==> src/rtl/mc_ctrl_if.sv <==
// Memory handshake bundle between mc_ctrl and the instruction/data memory ports.
interface mc_ctrl_if;
    logic imem_req;
    logic imem_rdy;
    logic ir_wr;
    logic dmem_req;
    logic dmem_we;
    logic dmem_rdy;

    modport master (
        output imem_req,
        output ir_wr,
        output dmem_req,
        output dmem_we,
        input  imem_rdy,
        input  dmem_rdy
    );

    modport slave (
        input  imem_req,
        input  ir_wr,
        input  dmem_req,
        input  dmem_we,
        output imem_rdy,
        output dmem_rdy
    );
endinterface

==> src/rtl/mc_ctrl.sv <==
// mc_ctrl: multi-cycle MIPS control FSM (FETCH/DECODE/EXEC/MEM/WB) with
// ready/valid memory handshakes and a bounded wait timeout.
// Optional build macro MC_CTRL_PERF_EN adds cycle/retire counters.
module mc_ctrl #(
    parameter int unsigned TIMEOUT_CYCLES = 16,
    parameter int unsigned TO_W           = 5,
    parameter int unsigned ALUCTR_W       = 3
) (
    input  logic                clk,
    input  logic                rst,
    mc_ctrl_if.master           mem,
    input  logic [5:0]          opcode,
    input  logic [5:0]          func,
    input  logic                zero,
    input  logic                overflow,
    output logic                pc_wr,
    output logic [1:0]          npc_sel,
    output logic                reg_write,
    output logic [1:0]          reg_dst,
    output logic [1:0]          mem_to_reg,
    output logic                alu_src,
    output logic [1:0]          ext_op,
    output logic [ALUCTR_W-1:0] alu_ctr,
    output logic [2:0]          state,
    output logic                illegal,
    output logic                bus_err
`ifdef MC_CTRL_PERF_EN
    ,
    output logic [31:0]         cyc_cnt,
    output logic [31:0]         ret_cnt
`endif
);

    typedef enum logic [2:0] {
        IDLE   = 3'd0,
        FETCH  = 3'd1,
        DECODE = 3'd2,
        EXEC   = 3'd3,
        MEM    = 3'd4,
        WB     = 3'd5
    } state_t;

    localparam logic [5:0] OP_RTYPE = 6'h00;
    localparam logic [5:0] OP_J     = 6'h02;
    localparam logic [5:0] OP_JAL   = 6'h03;
    localparam logic [5:0] OP_BEQ   = 6'h04;
    localparam logic [5:0] OP_ADDI  = 6'h08;
    localparam logic [5:0] OP_ADDIU = 6'h09;
    localparam logic [5:0] OP_ORI   = 6'h0d;
    localparam logic [5:0] OP_LUI   = 6'h0f;
    localparam logic [5:0] OP_LW    = 6'h23;
    localparam logic [5:0] OP_SW    = 6'h2b;

    localparam logic [5:0] FN_JR    = 6'h08;
    localparam logic [5:0] FN_ADDU  = 6'h21;
    localparam logic [5:0] FN_SUBU  = 6'h23;
    localparam logic [5:0] FN_SLT   = 6'h2a;

    localparam logic [2:0] ALU_SLT  = 3'b000;
    localparam logic [2:0] ALU_OR   = 3'b001;
    localparam logic [2:0] ALU_ADD  = 3'b010;
    localparam logic [2:0] ALU_LUI  = 3'b011;
    localparam logic [2:0] ALU_SUB  = 3'b110;
    localparam logic [2:0] ALU_NONE = 3'b111;

    state_t          state_q, state_d;
    logic [TO_W-1:0] wait_q;
    logic            ovf_q;
    logic            timeout_c;

    logic       legal, is_r_alu, is_jr, is_j, is_jal, is_beq, is_lw, is_sw, is_addi;
    logic       alu_src_dec;
    logic [1:0] ext_op_dec;
    logic [2:0] alu_ctr_dec;

    assign timeout_c = (wait_q == TO_W'(TIMEOUT_CYCLES));
    assign state     = 3'(state_q);

    // Instruction decode of the IR fields into class flags and ALU controls.
    always_comb begin
        legal       = 1'b1;
        is_r_alu    = 1'b0;
        is_jr       = 1'b0;
        is_j        = 1'b0;
        is_jal      = 1'b0;
        is_beq      = 1'b0;
        is_lw       = 1'b0;
        is_sw       = 1'b0;
        is_addi     = 1'b0;
        alu_src_dec = 1'b0;
        ext_op_dec  = 2'b00;
        alu_ctr_dec = ALU_NONE;
        case (opcode)
            OP_RTYPE: begin
                case (func)
                    FN_ADDU: begin is_r_alu = 1'b1; alu_ctr_dec = ALU_ADD; end
                    FN_SUBU: begin is_r_alu = 1'b1; alu_ctr_dec = ALU_SUB; end
                    FN_SLT:  begin is_r_alu = 1'b1; alu_ctr_dec = ALU_SLT; end
                    FN_JR:   is_jr = 1'b1;
                    default: legal = 1'b0;
                endcase
            end
            OP_ORI: begin
                alu_src_dec = 1'b1;
                alu_ctr_dec = ALU_OR;
            end
            OP_LUI: begin
                alu_src_dec = 1'b1;
                ext_op_dec  = 2'b10;
                alu_ctr_dec = ALU_LUI;
            end
            OP_ADDIU, OP_ADDI, OP_LW, OP_SW: begin
                alu_src_dec = 1'b1;
                ext_op_dec  = 2'b01;
                alu_ctr_dec = ALU_ADD;
                is_addi     = (opcode == OP_ADDI);
                is_lw       = (opcode == OP_LW);
                is_sw       = (opcode == OP_SW);
            end
            OP_BEQ: begin
                is_beq      = 1'b1;
                ext_op_dec  = 2'b01;
                alu_ctr_dec = ALU_SUB;
            end
            OP_J:    is_j   = 1'b1;
            OP_JAL:  is_jal = 1'b1;
            default: legal  = 1'b0;
        endcase
    end

    // State register.
    always_ff @(posedge clk or posedge rst) begin
        if (rst) begin
            state_q <= IDLE;
        end else begin
            state_q <= state_d;
        end
    end

    // Next-state and per-state datapath controls.
    always_comb begin
        state_d      = state_q;
        mem.imem_req = 1'b0;
        mem.ir_wr    = 1'b0;
        mem.dmem_req = 1'b0;
        mem.dmem_we  = 1'b0;
        pc_wr        = 1'b0;
        npc_sel      = 2'b00;
        reg_write    = 1'b0;
        reg_dst      = 2'b00;
        mem_to_reg   = 2'b00;
        alu_src      = 1'b0;
        ext_op       = 2'b00;
        alu_ctr      = ALUCTR_W'(ALU_NONE);
        illegal      = 1'b0;
        bus_err      = 1'b0;
        if (state_q == EXEC || state_q == MEM || state_q == WB) begin
            alu_src = alu_src_dec;
            ext_op  = ext_op_dec;
            alu_ctr = ALUCTR_W'(alu_ctr_dec);
        end
        case (state_q)
            IDLE: state_d = FETCH;
            FETCH: begin
                if (mem.imem_rdy) begin
                    mem.imem_req = 1'b1;
                    mem.ir_wr    = 1'b1;
                    state_d      = DECODE;
                end else if (timeout_c) begin
                    bus_err = 1'b1;
                    pc_wr   = 1'b1;
                    state_d = FETCH;
                end else begin
                    mem.imem_req = 1'b1;
                end
            end
            DECODE: begin
                if (!legal) begin
                    illegal = 1'b1;
                    pc_wr   = 1'b1;
                    state_d = FETCH;
                end else if (is_j) begin
                    pc_wr   = 1'b1;
                    npc_sel = 2'b10;
                    state_d = FETCH;
                end else if (is_jr) begin
                    pc_wr   = 1'b1;
                    npc_sel = 2'b11;
                    state_d = FETCH;
                end else if (is_jal) begin
                    state_d = WB;
                end else begin
                    state_d = EXEC;
                end
            end
            EXEC: begin
                if (is_lw || is_sw) begin
                    state_d = MEM;
                end else if (is_beq) begin
                    pc_wr   = 1'b1;
                    npc_sel = zero ? 2'b01 : 2'b00;
                    state_d = FETCH;
                end else begin
                    state_d = WB;
                end
            end
            MEM: begin
                if (mem.dmem_rdy) begin
                    mem.dmem_req = 1'b1;
                    mem.dmem_we  = is_sw;
                    if (is_sw) begin
                        pc_wr   = 1'b1;
                        state_d = FETCH;
                    end else begin
                        state_d = WB;
                    end
                end else if (timeout_c) begin
                    bus_err = 1'b1;
                    pc_wr   = 1'b1;
                    state_d = FETCH;
                end else begin
                    mem.dmem_req = 1'b1;
                    mem.dmem_we  = is_sw;
                end
            end
            WB: begin
                reg_write = is_addi ? !ovf_q : 1'b1;
                pc_wr     = 1'b1;
                if (is_jal) begin
                    npc_sel    = 2'b10;
                    reg_dst    = 2'b10;
                    mem_to_reg = 2'b10;
                end else begin
                    reg_dst    = is_r_alu ? 2'b01 : 2'b00;
                    mem_to_reg = is_lw ? 2'b01 : 2'b00;
                end
                state_d = FETCH;
            end
            default: state_d = IDLE;
        endcase
    end

    // Handshake wait counter: restarts on every state change or timeout.
    always_ff @(posedge clk or posedge rst) begin
        if (rst) begin
            wait_q <= '0;
        end else if (state_d != state_q || bus_err) begin
            wait_q <= '0;
        end else if ((mem.imem_req && !mem.imem_rdy) || (mem.dmem_req && !mem.dmem_rdy)) begin
            wait_q <= wait_q + TO_W'(1);
        end
    end

    // Overflow captured at the end of EXEC for the addi write-back decision.
    always_ff @(posedge clk or posedge rst) begin
        if (rst) begin
            ovf_q <= 1'b0;
        end else if (state_q == EXEC) begin
            ovf_q <= overflow;
        end
    end

`ifdef MC_CTRL_PERF_EN
    // Active-cycle and retired-instruction counters.
    always_ff @(posedge clk or posedge rst) begin
        if (rst) begin
            cyc_cnt <= '0;
            ret_cnt <= '0;
        end else begin
            if (state_q != IDLE) begin
                cyc_cnt <= cyc_cnt + 32'd1;
            end
            if (pc_wr && !illegal && !bus_err) begin
                ret_cnt <= ret_cnt + 32'd1;
            end
        end
    end
`endif

endmodule
==> src/flat_wrapper.sv <==
// flat-port wrapper written by rule: the top's interface ports become plain ports
module mc_ctrl_flat 
#(
    parameter int unsigned TIMEOUT_CYCLES = 16,
    parameter int unsigned TO_W           = 5,
    parameter int unsigned ALUCTR_W       = 3
)
  (clk, rst, opcode, func, zero, overflow, pc_wr, npc_sel, reg_write, reg_dst, mem_to_reg, alu_src, ext_op, alu_ctr, state, illegal, bus_err, mem_imem_req, mem_ir_wr, mem_dmem_req, mem_dmem_we, mem_imem_rdy, mem_dmem_rdy);
  mc_ctrl_if mem_i ();
  input  logic clk;
  input  logic rst;
  input  logic [5:0] opcode;
  input  logic [5:0] func;
  input  logic zero;
  input  logic overflow;
  output logic pc_wr;
  output logic [1:0] npc_sel;
  output logic reg_write;
  output logic [1:0] reg_dst;
  output logic [1:0] mem_to_reg;
  output logic alu_src;
  output logic [1:0] ext_op;
  output logic [ALUCTR_W-1:0] alu_ctr;
  output logic [2:0] state;
  output logic illegal;
  output logic bus_err;
  output wire logic [$bits(mem_i.imem_req)-1:0] mem_imem_req;
  output wire logic [$bits(mem_i.ir_wr)-1:0] mem_ir_wr;
  output wire logic [$bits(mem_i.dmem_req)-1:0] mem_dmem_req;
  output wire logic [$bits(mem_i.dmem_we)-1:0] mem_dmem_we;
  input wire logic [$bits(mem_i.imem_rdy)-1:0] mem_imem_rdy;
  input wire logic [$bits(mem_i.dmem_rdy)-1:0] mem_dmem_rdy;
  assign mem_imem_req = mem_i.imem_req;
  assign mem_ir_wr = mem_i.ir_wr;
  assign mem_dmem_req = mem_i.dmem_req;
  assign mem_dmem_we = mem_i.dmem_we;
  assign mem_i.imem_rdy = mem_imem_rdy;
  assign mem_i.dmem_rdy = mem_dmem_rdy;
  mc_ctrl #(.TIMEOUT_CYCLES(TIMEOUT_CYCLES), .TO_W(TO_W), .ALUCTR_W(ALUCTR_W)) u_core (.clk(clk), .rst(rst), .mem(mem_i), .opcode(opcode), .func(func), .zero(zero), .overflow(overflow), .pc_wr(pc_wr), .npc_sel(npc_sel), .reg_write(reg_write), .reg_dst(reg_dst), .mem_to_reg(mem_to_reg), .alu_src(alu_src), .ext_op(ext_op), .alu_ctr(alu_ctr), .state(state), .illegal(illegal), .bus_err(bus_err));
endmodule
==> config.mk <==
export PLATFORM = sky130hd
export DESIGN_NAME = mc_ctrl_flat
export DESIGN_NICKNAME = d
export VERILOG_FILES = /design/src/rtl/mc_ctrl_if.sv /design/src/rtl/mc_ctrl.sv /design/src/flat_wrapper.sv
export SDC_FILE = /design/constraint.sdc
export NUM_CORES = 1
export LEC_CHECK = 0
export ABC_AREA = 0
export BUFFER_PORTS_ARGS = -buffer_cell sky130_fd_sc_hd__buf_2
export CAP_MARGIN = 20
export CORE_MARGIN = 2
export CORE_UTILIZATION = 49
export CTS_CLUSTER_SIZE = 16
export DETAILED_ROUTE_END_ITERATION = 10
export HOLD_SLACK_MARGIN = 0.1
export PLACE_DENSITY = 0.76
export SETUP_SLACK_MARGIN = 0.4
export SLEW_MARGIN = 40
export SYNTH_ARGS = -nofsm -noshare
export SYNTH_HDL_FRONTEND = slang
export SYNTH_SLANG_ARGS = --single-unit
==> constraint.sdc <==
create_clock -name clk -period 2.15 [get_ports clk]
set_input_delay 0.43 -clock clk [delete_from_list [all_inputs] [get_ports clk]]
set_output_delay 0.43 -clock clk [all_outputs]
set_load 0.01 [all_outputs]
==> flow_metrics.tcl, run 1 <==
set metrics [dict create \
    status "stopped before the end" \
    lastStage "5_1_grt" \
    first-error "[ERROR DPL-0038] Utilization greater than 100%, impossible to legalize" \
    dieWidth_um 50.92 \
    ys.flop_type "dfrtp_1" \
    yosys.area_share.xor_xnor_pct 4.060 \
    synthDistinctLibCells 47 \
    io_pins 41 \
    cts_hold_buf 0 \
    grt-worst-endpoint "pc_wr" \
    die_y_um 50.92 \
    gp_congestion 0.8924 \
    postSynthCellCount 151 \
    h-tree-depth 1 \
    port-buffer-count 40 \
    async_reset_ff_share_pct 100.0 \
    synth_top_area_share_pct 20.88 \
    dp_hpwl_mm 2.586 \
    synth_fa_ha_area_share_pct 3.480 \
    netlist_area_sq_mm 0.001079 \
    cts_buffer_depth 2 \
    root_buffer "clkbuf_4" \
    cts_made_buffers 3 \
    syn_area_per_cell_sq_um 7.143 \
    yosysSeqAreaShare_pct 20.88 \
    dp.cells 229 \
    cts_sinks 9 \
    yosysWarnings 0 \
    rows 16 \
    yosys-top-cells-area "dfrtp_1, nor2_1, nand2_1, a21oi_1, nand3_1" \
    synthMuxAreaShare_pct 1.044 \
    start_util_pct 53.34 \
    worstEndpointType "top-level output" \
    synth_fp_nets 172 \
    synth-simple-area-share_pct 37.01 \
    synth_top_family_by_area "simple AND/OR/NAND/NOR gates" \
    grt_max_degree 16 \
    synth_compound_area_share_pct 24.13 \
    synth_edf_count 0 \
    synth_top_area_cell "dfrtp_1" \
    ys_ff_latch 9 \
]
-- stage by stage --
step / setup slack (ns) / area (sq um) / TNS [ns] / hold slack (ns)
2_1_floorplan: 0.1815 / 1167 / 0 / 0.2579
3_3_place_gp: 0.004818 / 1478 / 0 / 0.3994
3_5_place_dp: -0.04660 / 1478 / -0.07462 / 0.4044
4_1_cts: -0.03511 / 1944 / -0.06785 / 0.1138
-- synth_stat cells (all sizes together) (5+ instances only) --
library cell / n
a21oi: 9
buf: 6
dfrtp: 9
inv: 10
nand2: 14
nand3: 8
nor2: 22
nor2b: 5
nor3: 6
nor4: 5
o21ai: 6
-- cells by family after synthesis --
logic type	Yosys count
multiplexers	1
adder cells (fa/ha/maj)	3
XOR/XNOR	5
AND/OR/NAND/NOR	76
buffers and inverters	20
AO/OA/AOI/OAI	37
flip-flops	9
-- timing repair --
action	CTS
resized for setup	57
hold endpoints to repair	0
pin swaps	22
setup endpoints to repair	25
buffers inserted	27
==> inputs of run 2 (changes only) <==
- CORE_AREA: default -> 2 2 63 65
- CORE_MARGIN: 2 -> default
- CORE_UTILIZATION: 49 -> default
- CTS_CLUSTER_SIZE: 16 -> default
- DIE_AREA: default -> 0 0 65 67
- HOLD_SLACK_MARGIN: 0.1 -> default
- PLACE_DENSITY: 0.76 -> default
- PLACE_DENSITY_LB_ADDON: default -> 0.15
- SETUP_SLACK_MARGIN: 0.4 -> default
==> run 2 against run 1 <==
Net effect: the run now ends clean; synthesized area unchanged; synthesized cell count unchanged.
==> flow_metrics.tcl, run 2 <==
set metrics [dict create \
    synthDistinctLibCells 47 \
    ys.flop_type "dfrtp_1" \
    drc 0 \
    worstPathArrival_ns 1.72 \
    ys_ff_latch 9 \
    hold_viol_final 0 \
    dieWidth_um 65 \
    yosys-top-cells-area "dfrtp_1, nor2_1, nand2_1, a21oi_1, nand3_1" \
    p_leak_nw 0.7565 \
    irDropWorstVdd_mv 0.2516 \
    gp_congestion 0.8094 \
    synth_top_area_share_pct 20.88 \
    firstDrtPassIters 4 \
    finalClockSkew_ns 0.004283 \
    root_buffer "clkbuf_8" \
    cap_violations 0 \
    port-buffer-count 40 \
    placed_area_sq_mm 0.001470 \
    fin_util_pct 45.63 \
    final_area_sq_mm 0.001645 \
    reg2reg_to "u_core.wait_q[2]" \
    grt_pass1_wl_mm 5.754 \
    post-route-min-period_ns 2.150 \
    dp_hpwl_mm 2.794 \
    rsz0062_at_grt "true" \
    num_vias 1344 \
    async_reset_ff_share_pct 100.0 \
    synth_fp_nets 172 \
    fillCellCount 373 \
    rows 22 \
    clock.fmax_mhz 465.1 \
    setup.worst_path.start_class "flop" \
    yosysMostFrequentCell "nor2_1" \
    tightest_slew_ns 0.4211 \
    synthTopCellsByCount "nor2_1, nand2_1, inv_1, dfrtp_1" \
    crit_path_end_kind "output pin" \
    syn_area_per_cell_sq_um 7.143 \
    clock_latency_ns 0.23 \
    h-tree-depth 1 \
    r2r_cells 6 \
    cts_hold_buf 0 \
    final_common_cell "buf_2" \
    pwr_density_cell_mw_per_mm2 805.3 \
    status "complete, no violations" \
    grt_use_total_pct 16.85 \
    synth_edf_count 0 \
    drive_gt1_share_pct 42.52 \
    io_pins 41 \
    first_global_vias 1263 \
    fin_hold_ws_ns 0.1429 \
    cts_sinks 9 \
    worstPathMaxFanout 8 \
    finalSetupViolCount 0 \
    timing.final.crit_share_pct 99.99 \
    netlist_area_sq_mm 0.001079 \
    die_y_um 67 \
    seqCellArea_sq_um 226.5 \
    grt_overflow_total 0 \
    drt-total-wl_mm 3.483 \
    yosysSeqAreaShare_pct 20.88 \
    via_per_inst 5.130 \
    final_cell_mix "buf_2, buf_4, nor2_1, nand2_1, inv_1" \
    postSynthCellCount 151 \
    dp.cells 255 \
    multi_input_comb_area_sq_um 829.5 \
    dieArea_sq_mm 0.004355 \
    first_iter_violations 47 \
    tritoncts "yes" \
    top_register "u_core.wait_q" \
    ff2ff_setup_slack_ns 0.40 \
    nNetsFinal 236 \
    grt_max_degree 12 \
    post_drt_wl_per_cell_um 13.29 \
    crit_required_ns 1.72 \
    hold_class "input pin to async pin" \
    path_clk_slew_ns 0.04 \
    start_util_pct 29.91 \
    timing.rr.start "u_core.state[2]" \
    antenna_cells 0 \
    antenna_found_initial 0 \
    slew_headroom_pct 71.80 \
    cts_buffer_depth 2 \
    crit_type "flop to output pin" \
    area_growth_syn_to_layout_pct 52.55 \
    cts_made_buffers 3 \
    report.final.slew_viol_count 0 \
    coreArea_sq_mm 0.003606 \
    largest_reg_flops 5 \
    drtAntennaViolNets 0 \
    instances_no_fill 262 \
    synth_top_area_cell "dfrtp_1" \
    yosysWarnings 0 \
]
run 2: cell counts after synthesis:
No cell type changed its count.
run 2: kinds of logic (layout without fill, tap and decap cells):
family          Yosys count  in the layout  synth area share [%]
mux                       1              1                 1.044
flops                     9              9                 20.88
simple gates             76             76                 37.01
fa+ha+maj                 3              3                 3.481
xor+xnor                  5              5                 4.060
buf+inv                  20             83                 9.396
compound gates           37             37                 24.13
run 2: timing repair:
action / in CTS / in global routing
resized for setup: 13 / 11
buffers inserted: 1 / 2
pin swaps: 6 / 3
setup endpoints to repair: 5 / 4
run 2: final cells by class:
type                       count  area share [%]
clock buffer                   4           2.738
tap                           48           3.650
multi-input combinational    122           50.42
timing repair buffer          69           27.15
inverter                      10           2.281
sequential                     9           13.76
run 2: worst max path at each step:
stage | start | end | slack, ns
finish | u_core.state[1] | pc_wr | 0.0001
global route | func[1] | pc_wr | -0.08
global placement | opcode[0] | pc_wr | -0.02
floorplan | u_core.wait_q[0] | mem_dmem_we | 0.07
detailed placement | opcode[0] | pc_wr | -0.04
CTS | u_core.state[1] | pc_wr | 0.002
run 2: stage by stage:
step	setup WS (ns)	power, mW	setup TNS (ns)
final	0.0001239	1.325	0
after global routing	-0.07753	1.446	-0.1283
after CTS	0.001989	1.311	0
after detailed placement	-0.04240	1.059	-0.08173
after global placement	-0.02025	1.052	-0.02089
after floorplan	0.07345	0.7752	0
run 2: critical path, stage by stage (launching register included):
cell and delay (ns):
dfrtp_2 0.46, nor2b_1 0.20, nand2_1 0.12, or3_4 0.41
a41oi_2 0.15, buf_2 0.15
run 2: layer usage:
layer | track usage [%] | routed length [um]
met5 | 0 | 0
met4 | 4.787 | 48
met3 | 2.196 | 199
met2 | 30.15 | 1672
met1 | 21.02 | 1562
run 2: report_power, final:
part	switching [mW]	leakage, nW	total (mW)	internal (mW)
sequential	0.0628	0.117	0.282	0.219
clock	0.0666	0.0228	0.196	0.129
combinational	0.470	0.617	0.847	0.378
Power figures use the tool's default switching activity.
==> inputs of run 3 (changes only) <==
- clock period: 2.15 -> 2.4 ns (I/O delays scaled with it)
==> run 3 against run 2 <==
Net effect: via count down 4.6%; clock-buffer cell count down 1; sequential power about the same; setup slack better by 0.080 ns; register-to-register slack better by 0.15 ns; sequential share of layout area up 2.0 points; clock power down 11%; total power down 17%; first-iteration DRC count up 34%; critical path depth up 2; wire length down 6.1%; die area unchanged; largest cell class unchanged.
==> flow_metrics.tcl, run 3 (same netlist as run 2, synthesis figures left out) <==
set metrics [dict create \
    post-place-ws_ns 0.09154 \
    hold_viol_final 0 \
    grt_use_total_pct 15.08 \
    crit_path_end_kind "output pin" \
    report.final.slew_viol_count 0 \
    status "complete, no violations" \
    clkPwrFrac_pct 15.9 \
    coreArea_sq_mm 0.003606 \
    p_leak_nw 0.6647 \
    seqCellArea_sq_um 227.7 \
    post-route-min-period_ns 2.319 \
    reg2reg_to "u_core.wait_q[3]" \
    tritoncts "yes" \
    clock_latency_ns 0.23 \
    first_iter_violations 63 \
    cap_violations 0 \
    post_drt_wl_per_cell_um 13.34 \
    top_register "u_core.wait_q" \
    path_clk_slew_ns 0.05 \
    root_buffer "clkbuf_8" \
    setup_slack_ns 0.08050 \
    drt-total-wl_mm 3.269 \
    crit_type "input pin to output pin" \
    io_pins 41 \
    nNetsFinal 219 \
    timing.rr.start "u_core.wait_q[0]" \
    multi_input_comb_area_sq_um 775.7 \
    r2r_cells 7 \
    tightest_slew_ns 0.4559 \
    crit_end "pc_wr" \
    num_vias 1282 \
    fillCellCount 396 \
    irDropWorstVdd_mv 0.1903 \
    fin_hold_ws_ns 0.1983 \
    setup_tns_ns 0 \
    first_global_vias 1185 \
    hold_class "input pin to async pin" \
    h-tree-depth 1 \
    cts_buffer_depth 2 \
    path_cells "buf_2, a21bo_1, o221ai_1, o21ai_1, or3_4, a41oi_2, buf_2" \
    path_common_cell "buf_2" \
    antenna_cells 0 \
    slowest_delay_ns 0.39 \
    crit_required_ns 1.92 \
    die_y_um 67 \
    pwr-share-comb_pct 58.5 \
    power_frac_seq_pct 25.5 \
    rsz0062_at_grt "false" \
    cts_made_buffers 3 \
    ff2ff_setup_slack_ns 0.55 \
    worstPathArrival_ns 1.84 \
    drc 0 \
    internal_power_mw 0.5891 \
    via_per_inst 5.233 \
    port-buffer-count 40 \
    antenna_found_initial 0 \
    slew_headroom_pct 69.47 \
    p_switching_mw 0.5108 \
    start_util_pct 29.91 \
    area_growth_syn_to_layout_pct 33.53 \
    setup.worst_path.start_class "input pin" \
    clock.fmax_mhz 431.1 \
    grt_overflow_total 0 \
    firstDrtPassIters 4 \
    largest_reg_flops 5 \
    finalClockSkew_ns 0.0004216 \
    dp.cells 240 \
    cts_sinks 9 \
    dieArea_sq_mm 0.004355 \
    worstPathMaxFanout 12 \
    drive_gt1_share_pct 35.03 \
    rows 22 \
    instances_no_fill 245 \
    timing.final.crit_share_pct 96.65 \
    switching_share_pct 46.44 \
    crit_slowest_cell "or3_4" \
    finalSetupViolCount 0 \
    pwr_density_cell_mw_per_mm2 763.8 \
    fin_util_pct 39.94 \
    worstSetupStartpoint "opcode[0]" \
    dp_hpwl_mm 2.654 \
    dieWidth_um 65 \
    grt_pass1_wl_mm 5.209 \
    grt_max_degree 13 \
    final_cell_mix "buf_2, nor2_1, nand2_1, buf_4, inv_1" \
    gp_congestion 0.7995 \
    drtAntennaViolNets 0 \
    final_common_cell "buf_2" \
]
run 3: cell count changes in the layout (fill, tap and decap cells not counted), moves of 2 or more:
| cell | previous run | this run |
|---|---|---|
| buf_2 | 36 | 39 |
| buf_4 | 28 | 12 |
| buf_6 | 5 | 0 |
| nor2b_2 | 0 | 2 |
| nor2b_4 | 2 | 0 |
run 3: repair_timing:
action	4_1_cts	5_1_grt
hold buffers	0	0
setup buffers	0	1
resized for setup	0	9
endpoints found under the setup margin	0	5
run 3: how the worst min path moves through the flow:
stage | from | end | slack, ns | cells past startpoint
6_report | rst | u_core.wait_q[2] | 0.20 | 2
5_1_grt | rst | u_core.wait_q[2] | 0.23 | 2
4_1_cts | rst | u_core.wait_q[2] | 0.21 | 2
3_5_place_dp | rst | u_core.wait_q[2] | 0.46 | 2
3_3_place_gp | rst | u_core.wait_q[3] | 0.45 | 2
2_1_floorplan | rst | u_core.ovf_q | 0.31 | 1
run 3: power groups by stage:
stage | registers, mW | clock network (mW) | logic, mW
floorplan | 0.240 | 0 | 0.455
global placement | 0.275 | 0 | 0.624
detailed placement | 0.280 | 0 | 0.631
CTS | 0.277 | 0.183 | 0.634
global route | 0.290 | 0.189 | 0.720
finish | 0.281 | 0.175 | 0.644
run 3: layer usage:
metal	part of all wire [%]	track usage, %	wire length [um]
met5	0	0	0
met2	48	25.77	1553
met3	3.8	2.196	124
met1	48	20.37	1564
met4	0.83	2.394	27
run 3: critical path, delay by kind of cell:
family	cells	cell delay, ns
compound gates	4	0.65
buf+inv	2	0.31
simple gates	1	0.39
run 3: layout make-up:
type,count,share of cell area (%)
flip-flops and latches,9,15.81
well taps,48,4.170
multi-input cells,122,53.87
clock inverters,1,0.3475
clock buffers,3,2.867
inverters,10,2.606
repair buffers,52,20.33
run 3: stage by stage:
stage / power [mW] / area, sq um
floorplan: 0.6945 / 1079
global placement: 0.8997 / 1358
detailed placement: 0.9107 / 1358
CTS: 1.094 / 1404
global route: 1.199 / 1440
finish: 1.100 / 1440
==> inputs of run 4 (changes only) <==
--- a/config.mk
+++ b/config.mk
@@ -13,3 +13,2 @@
 export DIE_AREA = 0 0 65 67
-export PLACE_DENSITY_LB_ADDON = 0.15
 export SLEW_MARGIN = 40
==> constraint.sdc (replaced) <==
create_clock -name clk -period 2.4 [get_ports clk]
set_input_delay 0.24 -clock clk [delete_from_list [all_inputs] [get_ports clk]]
set_output_delay 0.24 -clock clk [all_outputs]
set_load 0.01 [all_outputs]
==> run 4 against run 3 <==
Net effect: highest routed layer unchanged; sequential power up 4%; wire length down 5.8%; sequential share of layout area up 0.73 points.
==> flow_metrics.tcl, run 4 (same netlist as run 2, synthesis figures left out) <==
set metrics [dict create \
    status "complete, no violations" \
    crit_required_ns 2.16 \
    clock.fmax_mhz 447.7 \
    pwr-share-comb_pct 55.8 \
    post_drt_wl_per_cell_um 12.93 \
    largest_reg_flops 5 \
    h-tree-depth 1 \
    timing.final.crit_share_pct 93.08 \
    power_frac_seq_pct 27.8 \
    rows 22 \
    report.final.slew_viol_count 0 \
    cts_made_buffers 3 \
    first_iter_violations 23 \
    switching_share_pct 47.25 \
    clkPwrFrac_pct 16.5 \
    drc 0 \
    drt-total-wl_mm 3.078 \
    hold_viol_final 0 \
    final_cell_mix "buf_2, nor2_1, nand2_1, inv_1" \
    crit_path_end_kind "output pin" \
    tightest_slew_ns 0.4375 \
    ff2ff_setup_slack_ns 0.51 \
    cts_setup_buffers 0 \
    min_from "overflow" \
    grt_max_degree 17 \
    drtAntennaViolNets 0 \
    root_buffer "clkbuf_8" \
    first_global_vias 1163 \
    die_y_um 67 \
    internal_power_mw 0.5566 \
    dieArea_sq_mm 0.004355 \
    finalSetupViolCount 0 \
    start_util_pct 29.91 \
    power_mw 1.055 \
    firstDrtPassIters 4 \
    nNetsFinal 212 \
    pwr_density_cell_mw_per_mm2 770.8 \
    slew_headroom_pct 70.71 \
    grt_use_total_pct 14.91 \
    cts_buffer_depth 2 \
    coreArea_sq_mm 0.003606 \
    port-buffer-count 40 \
    irDropWorstVdd_mv 0.4696 \
    p_leak_nw 0.6286 \
    p_switching_mw 0.4985 \
    hold_depth 2 \
    tritoncts "yes" \
    hold_class "input pin to flop" \
    worstPathArrival_ns 1.99 \
    fin_hold_ws_ns 0.2353 \
    path_clk_slew_ns 0.04 \
    r2r_cells 5 \
    dieWidth_um 65 \
    final_common_cell "buf_2" \
    antenna_found_initial 0 \
    post-route-min-period_ns 2.234 \
    num_vias 1246 \
    setup.worst_path.start_class "flop" \
    dp_hpwl_mm 2.442 \
    top_register "u_core.wait_q" \
    grt_overflow_total 0 \
    timing.rr.start "u_core.state[1]" \
    finalClockSkew_ns 0.0006036 \
    setup_tns_ns 0 \
    via_per_inst 5.235 \
    antenna_cells 0 \
    min_to "u_core.ovf_q" \
    rsz0062_at_grt "false" \
    gp_congestion 0.8118 \
    cap_violations 0 \
    io_pins 41 \
    crit_type "flop to output pin" \
    worstPathMaxFanout 10 \
    grt_pass1_wl_mm 5.195 \
    cts_sinks 9 \
    drive_gt1_share_pct 28.95 \
    area_growth_syn_to_layout_pct 26.91 \
    reg2reg_to "u_core.wait_q[4]" \
    clock_latency_ns 0.23 \
]
==> run 4: area by class of cell <==
type                       instances  area [sq um]
sequential                         9         226.5
clock inverter                     1         5.005
tap                               48         60.06
fill                             398          2237
timing repair buffer              45         240.2
inverter                          10         37.54
clock buffer                       3         41.29
multi-input combinational        122         758.2
==> run 4: how the worst max path moves through the flow <==
stage	end	cells after the start	start	slack [ns]
after global routing	pc_wr	6	u_core.state[2]	0.02
after CTS	pc_wr	6	u_core.state[0]	0.11
after detailed placement	pc_wr	6	u_core.state[0]	0.37
after floorplan	mem_dmem_we	7	u_core.wait_q[0]	0.51
final	pc_wr	6	u_core.state[2]	0.17
after global placement	pc_wr	6	u_core.state[0]	0.40
==> run 4: per-stage QoR <==
stage	utilization [%]	area (sq um)	worst slack [ns]	std cells
4_1_cts	37.75	1361	0.1061	238
3_3_place_gp	36.19	1305	0.3997	233
2_1_floorplan	-	1079	0.5135	151
6_report	37.96	1369	0.1662	238
5_1_grt	37.96	1369	0.01778	238
3_5_place_dp	36.19	1305	0.3701	233
==> run 4: layer usage <==
metal	part of all wire, %	vias to the layer above	GRT usage (%)
met3	5.2	4	3.378
met2	43	32	22.68
met1	50	580	21.20
li1	-	630	-
met5	0	-	0
met4	1.4	0	3.457
==> run 4: worst max-delay path: stages (launching register included) <==
cell and delay (ns):
dfrtp_1 0.51, nor2b_2 0.27, a22o_1 0.30, nor2b_1 0.24, a41oi_1 0.08, a41oi_2 0.20, buf_2 0.15
==> run 4: power by group through the flow <==
stage               Sequential (mW)  Clock (mW)  Combinational, mW
floorplan                     0.240           0              0.455
global placement              0.285           0              0.585
detailed placement            0.287           0              0.580
CTS                           0.284       0.180              0.586
global route                  0.302       0.188              0.662
finish                        0.293       0.174              0.588
==> run 4: what timing repair did <==
item / 4_1_cts / 5_1_grt
hold endpoints to repair: 9 / 0
hold buffers: 1 / 0
setup endpoints to repair: 0 / 2
resized for setup: 0 / 2
